`config.mk`:
```
export PLATFORM = sky130hd
export DESIGN_NAME = mac_seq_ctrl
export DESIGN_NICKNAME = d
export VERILOG_FILES = /design/src/rtl/mac_seq_ctrl.sv
export SDC_FILE = /design/constraint.sdc
export NUM_CORES = 1
export LEC_CHECK = 0
export CAP_MARGIN = 20
export CORE_MARGIN = 2
export CORE_UTILIZATION = 35
export CTS_BUF_LIST = sky130_fd_sc_hd__clkbuf_16
export DETAILED_ROUTE_END_ITERATION = 10
export GPL_TIMING_DRIVEN = 0
export MAX_ROUTING_LAYER = met4
export SYNTH_ARGS = -nofsm -noshare
export SYNTH_HDL_FRONTEND = slang
export SYNTH_SLANG_ARGS = --single-unit
```
`constraint.sdc`:
```
create_clock -name clk -period 2.1 [get_ports clk]
set_input_delay 0.525 -clock clk [delete_from_list [all_inputs] [get_ports clk]]
set_output_delay 0.525 -clock clk [all_outputs]
set_load 0.01 [all_outputs]
```
`src/rtl/mac_seq_ctrl.sv`:
```
// Control FSM for the serial shift-add multiply-accumulate datapath.
// Optional early termination on a zero multiplier: define MAC_EARLY_TERM_EN.
module mac_seq_ctrl #(
    parameter int unsigned MAX_PAIRS = 32,
    parameter int unsigned CNT_W     = 6
) (
    input  logic             clk,
    input  logic             rst,
    input  logic             start,
    input  logic [CNT_W-1:0] n_pairs,
    input  logic             in_valid,
    output logic             in_ready,
    input  logic             b_lsb,
    input  logic             b_is_zero,
    output logic             a_wr,
    output logic             b_wr,
    output logic             b_shift,
    output logic             p_clr,
    output logic             p_add,
    output logic [1:0]       bit_idx,
    output logic             acc_clr,
    output logic             acc_wr,
    output logic             busy,
    output logic             done
);

    typedef enum logic [2:0] {
        S_IDLE,
        S_CLR,
        S_WAIT_IN,
        S_MUL,
        S_ACC,
        S_DONE
    } state_t;

    localparam logic [CNT_W-1:0] MAX_P = CNT_W'(MAX_PAIRS);

    state_t           state, state_nx;
    logic [CNT_W-1:0] pair_cnt, pair_cnt_nx;
    logic [CNT_W-1:0] n_lat, n_lat_nx;
    logic [1:0]       bit_idx_nx;
    logic             early_exit;

`ifdef MAC_EARLY_TERM_EN
    assign early_exit = b_is_zero;
`else
    logic unused_b_is_zero;
    assign unused_b_is_zero = b_is_zero;
    assign early_exit       = 1'b0;
`endif

    always_ff @(posedge clk) begin
        if (rst) begin
            state    <= S_IDLE;
            pair_cnt <= '0;
            n_lat    <= '0;
            bit_idx  <= '0;
        end else begin
            state    <= state_nx;
            pair_cnt <= pair_cnt_nx;
            n_lat    <= n_lat_nx;
            bit_idx  <= bit_idx_nx;
        end
    end

    always_comb begin
        state_nx    = state;
        pair_cnt_nx = pair_cnt;
        n_lat_nx    = n_lat;
        bit_idx_nx  = bit_idx;
        in_ready    = 1'b0;
        a_wr        = 1'b0;
        b_wr        = 1'b0;
        b_shift     = 1'b0;
        p_clr       = 1'b0;
        p_add       = 1'b0;
        acc_clr     = 1'b0;
        acc_wr      = 1'b0;
        done        = 1'b0;
        busy        = (state != S_IDLE);

        case (state)
            S_IDLE: begin
                if (start) begin
                    // An empty job still clears the accumulator so done reports a zero sum
                    if (n_pairs == '0) begin
                        acc_clr  = 1'b1;
                        state_nx = S_DONE;
                    end else begin
                        n_lat_nx    = (n_pairs > MAX_P) ? MAX_P : n_pairs;
                        pair_cnt_nx = '0;
                        state_nx    = S_CLR;
                    end
                end
            end
            S_CLR: begin
                acc_clr  = 1'b1;
                state_nx = S_WAIT_IN;
            end
            S_WAIT_IN: begin
                in_ready = 1'b1;
                if (in_valid) begin
                    a_wr       = 1'b1;
                    b_wr       = 1'b1;
                    p_clr      = 1'b1;
                    bit_idx_nx = '0;
                    state_nx   = S_MUL;
                end
            end
            S_MUL: begin
                if (early_exit) begin
                    state_nx = S_ACC;
                end else begin
                    p_add      = b_lsb;
                    b_shift    = 1'b1;
                    bit_idx_nx = bit_idx + 2'd1;
                    if (bit_idx == 2'd3) state_nx = S_ACC;
                end
            end
            S_ACC: begin
                acc_wr      = 1'b1;
                pair_cnt_nx = pair_cnt + CNT_W'(1);
                state_nx    = (pair_cnt_nx == n_lat) ? S_DONE : S_WAIT_IN;
            end
            S_DONE: begin
                done     = 1'b1;
                state_nx = S_IDLE;
            end
            default: state_nx = S_IDLE;
        endcase
    end

endmodule

```
Word-level counts from Yosys, hierarchy flattened
Index checks and enable logic that the tools add are counted. Widths: inputs -> output; s select.

Flip-flop bits (word level): 17. Input port bits: 12. Output and inout bits: 12. Logic and storage cells: 50.

Add/sub/neg operators: 2. Magnitude comparators: 1. Equal/unequal tests: 11. Mux-type cells: 22. Bitwise logic cells: 1. Reductions and logical operators: 9.

Operator list (count): $mux 6 (3); $mux 3 (5); $pmux 3 s5 (1); $pmux 6 s2 (1); $mux 1 (9); $reduce_and 3->1 (3); $ne 2x2->1 const B (4); $add 6x1->6 const B (1); $eq 3x2->1 const B (2); $eq 3x3->1 const B (2); $eq 6x6->1 (1); $gt 6x6->1 const B (1); $logic_not 6->1 (1); $pmux 2 s2 (1); $reduce_bool 2->1 (2); $eq 3x1->1 const B (1); $logic_not 3->1 (1); $reduce_bool 3->1 (1); $add 2x1->2 const B (1); $eq 2x2->1 const B (1); $mux 2 (1); $pmux 1 s2 (1); $reduce_and 2->1 (1); $not 1->1 (1).

Logic depth before layout (Yosys ltp)
Gate-level depths: netlist of run 1.

Depth after elaboration: 4. Gate-level depth with buffers: 6. Gate-level depth less buffers: 6.

Worst setup path after synthesis of run 1
OpenSTA, ideal clock, no wires.

Kind: input port to output port. Start: input port n_pairs[5]. End: output port acc_clr. Arrival: 1.183 ns. Data required time: 1.575 ns. Slack: 0.392 ns. Stages on the path: 4. Buffers on the path: 0. Cells stage by stage: nor2_1 nand3_1 o21a_1 nor3_1.

Cells in the longest elaborated chain, start to end: 4.

RTL lines: start, declared (RTL line 10) `input logic [CNT_W-1:0] n_pairs,`; $logic_not 6->1 (RTL line 86) `if (n_pairs == '0) begin`; $mux 1 (RTL line 86); $mux 1 (RTL line 84) `if (start) begin`; $pmux 1 s2 (RTL line 82) `case (state)`; end, declared (RTL line 21) `output logic acc_clr,`.

Every way passes these cells.

Worst setup path in the final report of run 1
Start: input port in_valid. End: output port b_wr.

Cells in the longest elaborated chain, start to end: 2.

RTL lines: start, declared (RTL line 11) `input logic in_valid,`; $mux 1 (RTL line 102) `if (in_valid) begin`; $mux 1 (RTL line 82); end, declared (RTL line 16) `output logic b_wr,`.

Every way passes these cells.

==> metrics.cfg, run 1 <==
[sta]
fin_skew_ns = 0.000564
fin_crit_sh = 0.982
fmax_ghz = 0.485
hold_viol_final = 0
layout_min_cycle_time_ns = 2.06
maxSlewHeadroom = 0.691
rsz0062_at_grt = no
maxSlewViolCount = 0
finalSetupViolCount = 0
worst_pin_slew_ns = 0.464

[route]
wl_met2_um = 1130
ant_nets = 0
dr_wl_met3_um = 93
wl_met1_um = 1110
drtIter0Drc = 16
routed_wl_um = 2360
drc_errors = 0
top_layer_used = met4
vias = 997
detail_route.first_pass.iterations = 4
via_per_inst = 5.33
wl_per_cell_um = 12.6

[power_and_ir_drop]
p_clk_frac = 0.410
p_sw_w = 0.000246
pwr_density_cell_nw_per_um2 = 651
p_total_w = 0.000935
seqPwrFrac = 0.371
peakVddDrop_mv = 0.721
switching_share = 0.263
p_comb_frac = 0.219
intPower_w = 0.000689
p_leak_nw = 0.637

[critical_path]
crit_type = in2out
cp.arrival_ns = 1.54
crit_fanout = 3
end_kind = output port
worstPathRequired_ns = 1.57
critPathLaunchType = input pin

[cts]
cts_buffers = 3
cts_root_buffer = clkbuf_16
tritoncts = done
h-tree-depth = 1
cts.sinks = 17
clkLatencyLatePin_ns = 0.25
clkTransAtPathRegs_ns = 0.05
clk_path_buf_depth = 2

[floorplan]
dieArea_um2 = 3400
core_um2 = 2780
row_count = 19
die_w_um = 58.3
ios = 24
start_util = 0.372
die_y_um = 58.3

[placement]
gp_congestion = 0.830
placed_area_um2 = 1280
post-dp-hpwl_um = 1750
port_buffers = 21

[logic_synthesis]
yosysTopAreaCell = dfxtp_1
netlist.area_leader.share = 0.329
syn_area_um2 = 1030
ys_ff_latch = 17
synth_area_leaders = dfxtp_1, nor2_1, nand2_1
synth.distinct_cells = 42
ys.flop_type = dfxtp_1
synth_edf_count = 0
avgSynthCellArea_um2 = 8.01
syn-num-nets = 143
synth_seq_area_share = 0.329
synth_warnings = 0
synthCells = 129
yosysMostFrequentCell = nor2_1
synth.cells.most_frequent = nor2_1, dfxtp_1, nand2_1
synth-async-reset-ratio = 0

[layout]
syn2layout_area_growth_pct = 38.9
n_antenna_cell = 0
num-nets-final = 171
layout-drive-gt1-share = 0.199
stdcell_area_um2 = 1440

[grt]
grt_use_total = 0.154
grt_start_max_net_pins = 11
globalRouteOverflowTotal = 0
grt_pass1_vias = 876
antenna_found_initial = 0
grt_pass1_wl_um = 3890

[outcome]
status = finished, final reports clean

[worst_hold_path]
hold_path_class = reg2reg

[flow_run]
maxCapViolCount = 0

==> state kept, by name, indices dropped and copies added (netlist names) <==
| register | flops |
|---|---|
| pair_cnt | 6 |
| bit_idx | 2 |
| state | 3 |
| n_lat | 6 |
==> critical path, cell delays in order <==
cell and delay [ns]:
clkdlybuf4s50_1 0.51, and2_4 0.16, buf_4 0.09, dlygate4sd2_1 0.25
==> layout make-up <==
type,count,area [um^2]
fill,279,1350
tap,31,38.8
clock inverter,1,5.00
sequential,17,342
timing repair buffer,23,235
buffer,7,65.1
multi-input combinational,101,659
clock buffer,3,75.1
inverter,4,15.0
==> power by group through the flow <==
| stage | Clock [W] | Sequential [W] | Combinational, W |
|---|---|---|---|
| 2_1_floorplan | 0 | 0.000350 | 0.000122 |
| 3_3_place_gp | 0 | 0.000351 | 0.000191 |
| 3_5_place_dp | 0 | 0.000352 | 0.000194 |
| 4_1_cts | 0.000386 | 0.000346 | 0.000201 |
| 5_1_grt | 0.000405 | 0.000348 | 0.000226 |
| 6_report | 0.000384 | 0.000346 | 0.000205 |
==> stage by stage <==
| stage | hold WS (ns) | TNS, ns | setup slack (ns) | cells | utilization |
|---|---|---|---|---|---|
| floorplan | 0.443 | 0 | 0.392 | 129 | - |
| global placement | 0.464 | -1.26 | -0.571 | 181 | 0.461 |
| detailed placement | 0.469 | -1.33 | -0.564 | 181 | 0.461 |
| CTS | 0.477 | -0.285 | -0.246 | 186 | 0.502 |
| global route | 0.506 | 0 | 0.000541 | 187 | 0.516 |
| finish | 0.474 | 0 | 0.0369 | 187 | 0.516 |
==> per-layer routing <==
layer | vias to the layer above | GRT usage
met2 | 20 | 0.242
met1 | 466 | 0.188
met3 | 4 | 0.0462
met5 | - | -
met4 | 0 | 0.0498
li1 | 507 | -
==> path summary, 6_finish.rpt <==
path	from	to	slack, ns	depth (start not counted)
max	in_valid	b_wr	0.04	4
min	n_lat[1]$_SDFFE_PP0P_	n_lat[1]$_SDFFE_PP0P_	0.47	2
max reg2reg	pair_cnt[0]$_SDFFE_PP0P_	state[1]$_SDFFE_PP0P_	0.27	5
min reg2reg	n_lat[1]$_SDFFE_PP0P_	n_lat[1]$_SDFFE_PP0P_	0.47	2
==> what timing repair did <==
| action | CTS | global route |
|---|---|---|
| endpoints found under the setup margin | 9 | 3 |
| resized for setup | 18 | 15 |
| hold endpoints to repair | 0 | 0 |
| buffers inserted | 1 | 1 |
| pin swaps | 1 | 6 |
| hold buffers | 0 | 0 |
==> layout by cell type (no fill, tap or decap), types with 2 or more instances in the layout <==
| cell | count |
|---|---|
| nand3_1 | 7 |
| o21a_1 | 2 |
| nor2_1 | 19 |
| xnor2_1 | 5 |
| nor2_2 | 3 |
| dlygate4sd2_1 | 4 |
| nand2_1 | 12 |
| xor2_1 | 2 |
| clkdlybuf4s50_1 | 7 |
| inv_2 | 2 |
| buf_4 | 5 |
| and3_1 | 2 |
| clkbuf_16 | 3 |
| a311oi_1 | 3 |
| ha_1 | 2 |
| dfxtp_1 | 16 |
| a21oi_1 | 8 |
| inv_1 | 2 |
| dlymetal6s2s_1 | 8 |
| a211oi_1 | 2 |
| nor3_1 | 2 |
| o21ai_0 | 5 |
| nor2_4 | 2 |
| clkbuf_8 | 2 |
==> cells by family (layout without fill, tap and decap cells) <==
family          after synthesis  in the layout  synth area share
fa+ha+maj                     2              2            0.0242
xor+xnor                      7              7            0.0593
buf+inv                      11             38            0.0690
flops                        17             17             0.329
mux                           1              1           0.00969
compound gates               30             30             0.216
simple gates                 61             61             0.293
(Power assumes the default switching activity.)
==> run 2: changes to the inputs <==
DONT_BUFFER_PORTS = 1   (was not set)
==> metrics.cfg, run 2 (synthesis gave the netlist of run 1 again) <==
[critical_path]
cp_slowest_cell = dfxtp_1  ; was clkdlybuf4s50_1
cp.arrival_ns = 1.46  ; was 1.54 ns
crit_chain = buf_2 > nand2b_1 > nor2_2 > and2_1 > buf_4  ; was clkdlybuf4s50_1 > and2_4 > buf_4 > dlygate4sd2_1
worstPathRequired_ns = 1.57  ; about the same
r2r-start = pair_cnt[0]$_SDFFE_PP0P_  ; unchanged
crit_path_end = p_clr  ; was b_wr
r2r_end = state[1]$_SDFFE_PP0P_  ; unchanged
crit_type = reg2out  ; was in2out
critical_path.startpoint = state[1]$_SDFFE_PP0P_  ; was in_valid
critPathLaunchType = register  ; was input pin
r2r_cells = 5  ; unchanged
reg2reg_slack_ns = 0.29  ; was 0.27 ns
crit_fanout = 9  ; was 3
end_kind = output port  ; unchanged
slowest_delay_ns = 0.30  ; was 0.51 ns

[placement]
placed_area_um2 = 1070  ; was 1280 um^2
gp_congestion = 0.831  ; was 0.830
port_buffers = 0  ; was 21
post-dp-hpwl_um = 1620  ; was 1750 um

[cts]
cts_buffers = 3  ; unchanged
h-tree-depth = 1  ; unchanged
cts_hold_buffers = 0  ; unchanged
tritoncts = done  ; unchanged
postCtsSetupBuffers = 0  ; was 1
clk_path_buf_depth = 2  ; unchanged
clkLatencyLatePin_ns = 0.25  ; about the same
cts_root_buffer = clkbuf_16  ; unchanged
cts.sinks = 17  ; unchanged
clkTransAtPathRegs_ns = 0.05  ; about the same

[grt]
globalRouteOverflowTotal = 0  ; unchanged
antenna_found_initial = 0  ; unchanged
grt_pass1_wl_um = 3820  ; was 3890 um
grt_start_max_net_pins = 11  ; unchanged
grt_use_total = 0.148  ; was 0.154
grt_pass1_vias = 888  ; was 876

[sta]
layout_min_cycle_time_ns = 1.99  ; was 2.06 ns
fin_crit_sh = 0.946  ; was 0.982
worst_pin_slew_ns = 0.469  ; was 0.464 ns
fmax_ghz = 0.503  ; was 0.485 GHz
fin_skew_ns = 0.000663  ; was 0.000564 ns
hold_viol_final = 0  ; unchanged
maxSlewHeadroom = 0.688  ; was 0.691
rsz0062_at_grt = yes  ; was no
finalSetupViolCount = 0  ; unchanged
maxSlewViolCount = 0  ; unchanged

[layout]
multi_input_area_um2 = 624  ; was 659 um^2
area.sequential_um2 = 340  ; was 342 um^2
n_antenna_cell = 0  ; unchanged
fill_cells = 279  ; unchanged
final_common_cell = nor2_1  ; unchanged
final_core_util = 0.415  ; was 0.516
stdcell_area_um2 = 1150  ; was 1440 um^2
layout_common_cells = nor2_1, dfxtp_1, nand2_1  ; unchanged
layout-drive-gt1-share = 0.143  ; was 0.199
syn2layout_area_growth_pct = 11.7  ; was 38.9%
largest_registers = n_lat (6), pair_cnt (6), state (3)  ; unchanged
num-nets-final = 148  ; was 171

[route]
wl_per_cell_um = 13.1  ; was 12.6 um
wl_met1_um = 998  ; was 1110 um
via_per_inst = 5.64  ; was 5.33
detail_route.first_pass.iterations = 4  ; unchanged
drc_errors = 0  ; unchanged
routed_wl_um = 2140  ; was 2360 um
wl_met2_um = 999  ; was 1130 um
ant_nets = 0  ; unchanged
vias = 925  ; was 997
dr_wl_met3_um = 99  ; was 93 um
drtIter0Drc = 13  ; was 16
top_layer_used = met4  ; unchanged

[outcome]
status = finished, final reports clean  ; unchanged

[power_and_ir_drop]
peakVddDrop_mv = 0.473  ; was 0.721 mV
p_leak_nw = 0.439  ; was 0.637 nW
pwr_density_cell_nw_per_um2 = 754  ; was 651 nW/um^2

[floorplan]
die_w_um = 58.3  ; unchanged
dieArea_um2 = 3400  ; unchanged
row_count = 19  ; unchanged
die_y_um = 58.3  ; unchanged
start_util = 0.372  ; unchanged
core_um2 = 2780  ; unchanged
ios = 24  ; unchanged

[worst_hold_path]
hold_path_class = in2reg  ; was reg2reg

[flow_run]
maxCapViolCount = 0  ; unchanged

## run 2: changes by cell type in the layout (fill, tap and decap cells not counted), sizes merged
cell / delta
dlymetal6s2s: -8
clkdlybuf4s50: -7
buf: -3
dlygate4sd2: -4
clkdlybuf4s15: -1
## run 2: how the worst min path moves through the flow
stage	startpoint	to	slack [ns]	cells after the start
5_1_grt	n_pairs[3]	n_lat[3]$_SDFFE_PP0P_	0.44	2
3_5_place_dp	n_lat[1]$_SDFFE_PP0P_	n_lat[1]$_SDFFE_PP0P_	0.46	2
6_report	n_pairs[0]	n_lat[0]$_SDFFE_PP0P_	0.43	2
4_1_cts	n_pairs[0]	n_lat[0]$_SDFFE_PP0P_	0.43	2
3_3_place_gp	n_lat[1]$_SDFFE_PP0P_	n_lat[1]$_SDFFE_PP0P_	0.46	2
2_1_floorplan	n_lat[3]$_SDFFE_PP0P_	n_lat[3]$_SDFFE_PP0P_	0.44	2
## run 2: worst max-delay path, delay by kind of cell, from the launching register on
kind                   cells  cell delay (ns)
DFF                        1             0.30
and+or+nand+nor            3             0.57
buffers and inverters      2             0.36
## run 2: cell type report
type | instances | share of cell area
clock inverter | 1 | 0.00433
inverter | 4 | 0.0130
multi-input combinational | 101 | 0.541
sequential | 17 | 0.295
tap | 31 | 0.0336
clock buffer | 3 | 0.0650
buffer | 7 | 0.0488
## run 2: what timing repair did
action | in CTS | in global routing
endpoints found under the setup margin | 0 | 2
resized for setup | 0 | 1
endpoints found under the hold margin | 0 | 0
## run 2: power breakdown
| part | leakage [nW] | total [W] | switching [W] | internal, W |
|---|---|---|---|---|
| clock | 0.0409 | 0.000382 | 0.000127 | 0.000255 |
| sequential | 0.138 | 0.000345 | 0.00000917 | 0.000336 |
| combinational | 0.260 | 0.000144 | 0.0000899 | 0.0000543 |
## run 2: per-stage QoR
step	total power (W)	setup TNS, ns	setup WS (ns)	cells	hold WS, ns
3_3_place_gp	0.000493	0	0.290	160	0.462
2_1_floorplan	0.000472	0	0.392	129	0.443
6_report	0.000871	0	0.114	164	0.435
5_1_grt	0.000917	-0.00139	-0.00139	164	0.438
3_5_place_dp	0.000495	0	0.286	160	0.463
4_1_cts	0.000877	0	0.0456	164	0.431
## run 2: per-layer routing
metal / vias to the layer above / track usage
met2: 21 / 0.223
met3: 6 / 0.0264
met5: - / -
met4: 0 / 0.0797
met1: 433 / 0.187
li1: 465 / -
